===== config.mk =====
export PLATFORM = sky130hd
export DESIGN_NAME = ram_access_controller
export DESIGN_NICKNAME = d
export VERILOG_FILES = /design/src/rtl/ram_access_controller_pkg.sv /design/src/rtl/ram_access_controller_arb_pick.sv /design/src/rtl/ram_access_controller.sv
export SDC_FILE = /design/constraint.sdc
export NUM_CORES = 1
export LEC_CHECK = 0
export ABC_AREA = 1
export CAP_MARGIN = 20
export CORE_MARGIN = 2
export CORE_UTILIZATION = 30
export DETAILED_ROUTE_END_ITERATION = 6
export GPL_ROUTABILITY_DRIVEN = 0
export SYNTH_ARGS = -nofsm -noshare
export SYNTH_HDL_FRONTEND = slang
export SYNTH_SLANG_ARGS = --single-unit

===== constraint.sdc =====
create_clock -name clock -period 2.8 [get_ports clock]
set_clock_uncertainty 0.1 [all_clocks]
set_input_delay 0.42 -clock clock [delete_from_list [all_inputs] [get_ports clock]]
set_output_delay 0.42 -clock clock [all_outputs]
set_load 0.03 [all_outputs]

===== src/rtl/ram_access_controller_pkg.sv =====
// Shared widths, FSM states, port indices and the RAM command payload.
package ram_access_controller_pkg;

  localparam int unsigned ADDR_W           = 9;
  localparam int unsigned DATA_W           = 32;
  localparam int unsigned STARVE_W         = 4;
  localparam int unsigned STARVE_LIMIT_DEF = 4;

  typedef enum logic [1:0] {
    ST_IDLE  = 2'd0,
    ST_ISSUE = 2'd1,
    ST_WAIT  = 2'd2,
    ST_ACK   = 2'd3
  } state_e;

  localparam logic PORT_IF = 1'b0;
  localparam logic PORT_D  = 1'b1;

  typedef struct packed {
    logic              rd;
    logic              wr;
    logic [ADDR_W-1:0] addr;
    logic [DATA_W-1:0] wdata;
  } ram_cmd_t;

endpackage


===== src/rtl/ram_access_controller_arb_pick.sv =====
// Grant selection between fetch and data ports with a fetch starvation counter.
module ram_access_controller_arb_pick
  import ram_access_controller_pkg::*;
#(
  parameter int unsigned STARVE_LIMIT = STARVE_LIMIT_DEF
) (
  input  logic clk,
  input  logic rst_n,
  input  logic idle_i,
  input  logic sample_i,
  input  logic if_req_i,
  input  logic d_req_i,
  output logic grant_valid_c,
  output logic grant_port_c
);

  logic [STARVE_W-1:0] starve_q, starve_d;
  logic                starved;

  // Data wins unless fetch has waited through STARVE_LIMIT data grants.
  always_comb begin
    starved       = if_req_i && (starve_q == STARVE_W'(STARVE_LIMIT));
    grant_valid_c = sample_i && (if_req_i || d_req_i);
    grant_port_c  = (d_req_i && !starved) ? PORT_D : PORT_IF;
    starve_d      = starve_q;
    if (grant_valid_c) begin
      if ((grant_port_c == PORT_D) && if_req_i) begin
        starve_d = starve_q + STARVE_W'(1);
      end else begin
        starve_d = '0;
      end
    end else if (idle_i && !if_req_i) begin
      starve_d = '0;
    end
  end

  // Starvation counter register.
  always_ff @(posedge clk or negedge rst_n) begin
    if (!rst_n) begin
      starve_q <= '0;
    end else begin
      starve_q <= starve_d;
    end
  end

endmodule


===== src/rtl/ram_access_controller.sv =====
// Sequences the single-port RAM for a fetch port and a data port.
module ram_access_controller
  import ram_access_controller_pkg::*;
#(
  parameter int unsigned STARVE_LIMIT = STARVE_LIMIT_DEF
) (
  input  logic              clock,
  input  logic              clear_n,
  input  logic              if_req,
  input  logic [ADDR_W-1:0] if_addr,
  output logic [DATA_W-1:0] if_rdata,
  output logic              if_ack,
  input  logic              d_req,
  input  logic              d_we,
  input  logic [ADDR_W-1:0] d_addr,
  input  logic [DATA_W-1:0] d_wdata,
  output logic [DATA_W-1:0] d_rdata,
  output logic              d_ack,
  output logic              busy,
  output logic              ram_read,
  output logic              ram_write,
  output logic [ADDR_W-1:0] ram_address,
  output logic [DATA_W-1:0] ram_data_in,
  input  logic [DATA_W-1:0] ram_data_out
);

  state_e            state_q;
  ram_cmd_t          cmd_q;
  logic              port_q;
  logic [DATA_W-1:0] if_rdata_q, d_rdata_q;
  logic              if_ack_q, d_ack_q, busy_q;
  logic              idle, sample;
  logic              grant_valid_c, grant_port_c;

  // Requests in the ack cycle belong to the finishing transaction, so skip sampling.
  assign idle   = (state_q == ST_IDLE);
  assign sample = idle && !(if_ack_q || d_ack_q);

  ram_access_controller_arb_pick #(
    .STARVE_LIMIT(STARVE_LIMIT)
  ) u_arb (
    .clk          (clock),
    .rst_n        (clear_n),
    .idle_i       (idle),
    .sample_i     (sample),
    .if_req_i     (if_req),
    .d_req_i      (d_req),
    .grant_valid_c(grant_valid_c),
    .grant_port_c (grant_port_c)
  );

  // Transaction FSM with registered RAM command, read data and acks.
  always_ff @(posedge clock or negedge clear_n) begin
    if (!clear_n) begin
      state_q    <= ST_IDLE;
      port_q     <= PORT_IF;
      cmd_q      <= '0;
      if_rdata_q <= '0;
      d_rdata_q  <= '0;
      if_ack_q   <= 1'b0;
      d_ack_q    <= 1'b0;
      busy_q     <= 1'b0;
    end else begin
      if_ack_q <= 1'b0;
      d_ack_q  <= 1'b0;
      case (state_q)
        ST_IDLE: begin
          if (grant_valid_c) begin
            port_q  <= grant_port_c;
            busy_q  <= 1'b1;
            state_q <= ST_ISSUE;
            if (grant_port_c == PORT_D) begin
              cmd_q.rd    <= ~d_we;
              cmd_q.wr    <= d_we;
              cmd_q.addr  <= d_addr;
              cmd_q.wdata <= d_wdata;
            end else begin
              cmd_q.rd   <= 1'b1;
              cmd_q.wr   <= 1'b0;
              cmd_q.addr <= if_addr;
            end
          end
        end
        ST_ISSUE: begin
          cmd_q.rd <= 1'b0;
          cmd_q.wr <= 1'b0;
          state_q  <= cmd_q.wr ? ST_ACK : ST_WAIT;
        end
        ST_WAIT: begin
          if (port_q == PORT_D) begin
            d_rdata_q <= ram_data_out;
          end else begin
            if_rdata_q <= ram_data_out;
          end
          state_q <= ST_ACK;
        end
        ST_ACK: begin
          if (port_q == PORT_D) begin
            d_ack_q <= 1'b1;
          end else begin
            if_ack_q <= 1'b1;
          end
          busy_q  <= 1'b0;
          state_q <= ST_IDLE;
        end
        default: state_q <= ST_IDLE;
      endcase
    end
  end

  assign ram_read    = cmd_q.rd;
  assign ram_write   = cmd_q.wr;
  assign ram_address = cmd_q.addr;
  assign ram_data_in = cmd_q.wdata;
  assign if_rdata    = if_rdata_q;
  assign d_rdata     = d_rdata_q;
  assign if_ack      = if_ack_q;
  assign d_ack       = d_ack_q;
  assign busy        = busy_q;

endmodule


# --- Word-level counts from Yosys, hierarchy flattened ---
# Cells that the tools add are included.
totals:
  input_bits: 87
  out_inout_bits: 110
  ff_bits: 117
  word_cells: 58
op_classes:
  eq_ne: 5
  n_reduce_logical: 21
  bitwise_logic: 2
  n_addsub: 1
  n_mux: 17
ops:
  columns: ["operator", "n"]
  rows:
  - ["$mux 43", 1]
  - ["$mux 32", 1]
  - ["$mux 4", 3]
  - ["$mux 11", 1]
  - ["$reduce_and 2->1", 5]
  - ["$pmux 2 s4", 1]
  - ["$mux 1", 7]
  - ["$logic_and 1x1->1", 6]
  - ["$reduce_bool 2->1", 3]
  - ["$add 4x1->4 const B", 1]
  - ["$eq 2x2->1 const B", 2]
  - ["$eq 4x3->1 const B", 1]
  - ["$pmux 2 s2", 1]
  - ["$logic_not 1->1", 3]
  - ["$reduce_and 3->1", 1]
  - ["$eq 2x1->1 const B", 1]
  - ["$logic_not 2->1", 1]
  - ["$logic_or 1x1->1", 2]
  - ["$mux 2", 1]
  - ["$ne 2x1->1 const B", 1]
  - ["$not 1->1", 2]
  - ["$pmux 1 s2", 1]

# --- Depth between registers and ports, before layout ---
depth:
  depth_word: 8
  depth_mapped: 10
  ltp_nobuf: 9

# --- Modules after synthesis ---
# Synthesis repeated with hierarchy kept, for this count alone.
unflattened:
  cells_unflattened: 526
  area_unflattened_um2: 4753.3
by_module_without_submodules:
  columns: ["mod", "n_inst", "cells_per_inst", "area_each_um2", "seq_area_each_um2"]
  rows:
  - ["ram_access_controller", 1, 496, 4491.8, 2827.7]
  - ["ram_access_controller_arb_pick", 1, 30, 261.5, 100.1]

# --- Worst setup path after synthesis ---
# Ideal clock, no wire load.
synth_path:
  path_type: "register to register"
  from: "register state_q[0]"
  to: "register cmd_q, in the netlist ram_data_in[10]"
  arrival_ps: 1432
  path_stages_with_launch: 9
  synth_period_minus_slack_ps: 1650
  slack_ps: 1150
  n_path_buf: 1
  t_required_ps: 2582
  setup_time_ps: 118
  path_cell_list: "dfrtp_1 inv_1 ha_1 nand2_1 nor2_8 nand3_4 buf_6 nand2_1 nand2_1"
synth_via:
  elab_chain_cells: 4
synth_rtl:
  columns: ["item", "line", "rtl"]
  rows:
  - ["from (decl)", "ram_access_controller.sv:27", "state_e state_q;"]
  - ["from (signal assigned)", "ram_access_controller.sv:87", "state_q <= cmd_q.wr ? ST_ACK : ST_WAIT;"]
  - ["$logic_not 2->1 *", "ram_access_controller.sv:36, ram_access_controller.sv:66", null]
  - ["$logic_and 1x1->1", "ram_access_controller.sv:37", "assign sample = idle && !(if_ack_q || d_ack_q);"]
  - ["$logic_and 1x1->1", "ram_access_controller_arb_pick.sv:23", "grant_valid_c = sample_i && (if_req_i || d_req_i);"]
  - ["$reduce_and 3->1 (no line) *", null, null]
  - ["to (decl)", "ram_access_controller.sv:28", "ram_cmd_t cmd_q;"]
# Every way passes the cells marked *; elsewhere a longest branch is shown, timed or not.
# A chain may end at the register's enable or synchronous reset.

# --- Worst setup path after layout ---
layout_path:
  from: "register state_q[1]"
  to: "register cmd_q, in the netlist ram_data_in[29]"
# Same word-level chain as after synthesis.

==> impl_metrics.toml <==
[power_and_ir_drop]
combPwrFrac_pct = 48.3
total_power_w = 0.00984
switching_share_pct = 42.4
p_leak_nw = 3.71
power_density_mw_per_mm2 = 1300
power_frac_seq_pct = 30.3
peakVddDrop_v = 0.000709
p_clk_share_pct = 21.5
intPower_w = 0.00567
netSwitchingPower_w = 0.00417

[timing]
fin_setup_tns_ns = 0
worst_pin_slew_ns = 0.694
worst_slack_ns = 0.635
final_hold_viol_count = 0
post-route-period-util_pct = 77.3
final_max_slew_viol_count = 0
max_freq_mhz = 462
setup_viol = 0
rsz0062_at_grt = "no"
final.min_clock_period_ns = 2.16
slew_headroom_pct = 53.7

[clock_network]
cts-root-buf = "clkbuf_16"
cts_resized = 0
cts_setup_buffers = 0
cts_htree_levels = 4
clock_latency_ns = 0.40
numCtsBuffers = 17
clk_pin_slew_worst_paths_ns = 0.05
clockBufferDepth = 2
cts_tree = "done"
ctsHoldBuffers = 1
clock-sinks = 117

[global_routing]
grt_max_degree = 65
overflow = 0
grt_usage_pct = 15.9
first_global_vias = 4263
antenna_found_initial = 0
grt_pass1_wl_microns = 21000

[worst_setup_path]
endpoint_kind = "flip-flop"
cp.required_ns = 2.98
crit_fanout = 33
critPathArrivalTime_ns = 2.35
start_kind = "flip-flop"
ff2ff_setup_slack_ns = 0.64
worstSetupPathType = "reg2reg"

[final_layout]
final_common_cell = "nand2_1"
utilization_pct = 48.1
num-nets-final = 832
n_antenna_cell = 0
drive_gt1_share_pct = 6.92
fillers = 1528
finalNonFillerCells = 967
area_growth_syn_to_layout_pct = 57.8
final_cell_mix = "208 x nand2_1, 195 x clkdlybuf4s50_1, 117 x dfrtp_1"

[placed_design]
pre_cts_ws_ns = 0.523
place_hpwl_microns = 9490
portBuffers = 196
dp_cells = 933

[floorplan]
die_w_microns = 131
die-area_sq_mm = 0.0171
core_sq_mm = 0.0158
rows = 46
initial_utilization_pct = 30.5
die_h_microns = 131
io_pins = 197

[routing]
post_drt_wl_per_cell_microns = 13.9
drt-total-wl_microns = 13400
drc_errors = 0
drt-initial-drc-count = 97
ant_nets = 0
via_count = 4157
drtPass1Iterations = 4
avgViaCountPerCell = 4.30

[synth]
syn-instance-count = 536
yosys_register_bits = 117
synth_area_sq_mm = 0.00481
yosysSeqAreaShare_pct = 60.9
yosys_warnings = 0
syn_avg_cell_area_sq_um = 8.97
netlist-cell-type-count = 20
synth_nets = 630

[worst_hold_path]
hold_class = "reg2reg"

[job]
cap_violations = 0

[outcome]
status = "finished clean"
## kinds of logic after synthesis
kind of cell / count (synthesis) / synth area share, %
simple gates: 252 / 21.7
xor+xnor: 1 / 0.182
buf+inv: 88 / 7.91
flops: 117 / 60.9
fa+ha+maj: 7 / 1.82
compound gates: 71 / 7.54
## routing by layer
metal	up-vias	part of all wire [%]	GRT usage, %
li1	2060	-	-
met1	1914	44	19.3
met2	173	43	24.3
met3	10	12	9.08
met4	0	0.89	4.69
met5	-	0	0
## state kept, by name (all words and copies together), names as in the netlist
| name | flops |
|---|---|
| d_rdata | 32 |
| if_rdata | 32 |
| ram_data_in | 32 |
| ram_address | 9 |
| u_arb.starve_q | 4 |
| state_q | 2 |
| busy | 1 |
| d_ack | 1 |
| if_ack | 1 |
| port_q | 1 |
| ram_read | 1 |
| ram_write | 1 |
## power by group through the flow
stage,Clock [W],Combinational [W],Sequential [W]
2_1_floorplan,0,0.00122,0.00443
3_3_place_gp,0,0.00469,0.00297
3_5_place_dp,0,0.00477,0.00298
4_1_cts,0.00217,0.00478,0.00298
5_1_grt,0.00226,0.00515,0.00308
6_report,0.00211,0.00475,0.00298
## cell usage after synthesis (all sizes together)
cell / instances / area share, %
nand2: 212 / 17
dfrtp: 117 / 61
o21ai: 68 / 7.1
inv: 66 / 5.2
nand3: 32 / 3.8
clkbuf: 14 / 1.1
buf: 8 / 1.7
ha: 7 / 1.8
nor2: 7 / 1.0
o211ai: 2 / 0.31
a21boi: 1 / 0.16
nand4: 1 / 0.13
xor2: 1 / 0.18
## stage by stage
step | hold slack, ns | area (sq um)
5_1_grt | 0.397 | 7590
3_3_place_gp | 0.355 | 6980
6_report | 0.378 | 7590
4_1_cts | 0.378 | 7570
3_5_place_dp | 0.359 | 6980
2_1_floorplan | 0.0244 | 4810
## final timing paths
check                      depth (start not counted)                  startpoint                     endpoint
setup reg to reg                                   7      state_q[1]$_DFFE_PN0P_  ram_data_in[29]$_DFFE_PN0P_
hold / removal                                     2  ram_data_in[9]$_DFFE_PN0P_   ram_data_in[9]$_DFFE_PN0P_
max in group asynchronous                          3                     clear_n   ram_address[1]$_DFFE_PN0P_
min in group asynchronous                          2                     clear_n      d_rdata[10]$_DFFE_PN0P_
hold reg to reg                                    2  ram_data_in[9]$_DFFE_PN0P_   ram_data_in[9]$_DFFE_PN0P_
setup / recovery                                   7      state_q[1]$_DFFE_PN0P_  ram_data_in[29]$_DFFE_PN0P_
## worst max-delay path, stage by stage (launching register included)
cell	delay, ns
dfrtp_1	0.39
inv_1	0.14
ha_1	0.33
nand2_1	0.18
nor2_8	0.27
nand3_4	0.37
nand2_1	0.17
nand2_1	0.08
## area by class of cell
type / instances / area [sq um] / share of cell area, %
Timing Repair Buffer: 205 / 2050 / 27.1
Clock buffer: 17 / 425 / 5.61
Multi-Input combinational cell: 331 / 1510 / 19.8
Clock inverter: 15 / 158 / 2.08
Tap cell: 216 / 270 / 3.56
Inverter: 66 / 248 / 3.26
Sequential cell: 117 / 2930 / 38.6
Power figures use the tool's default switching activity.
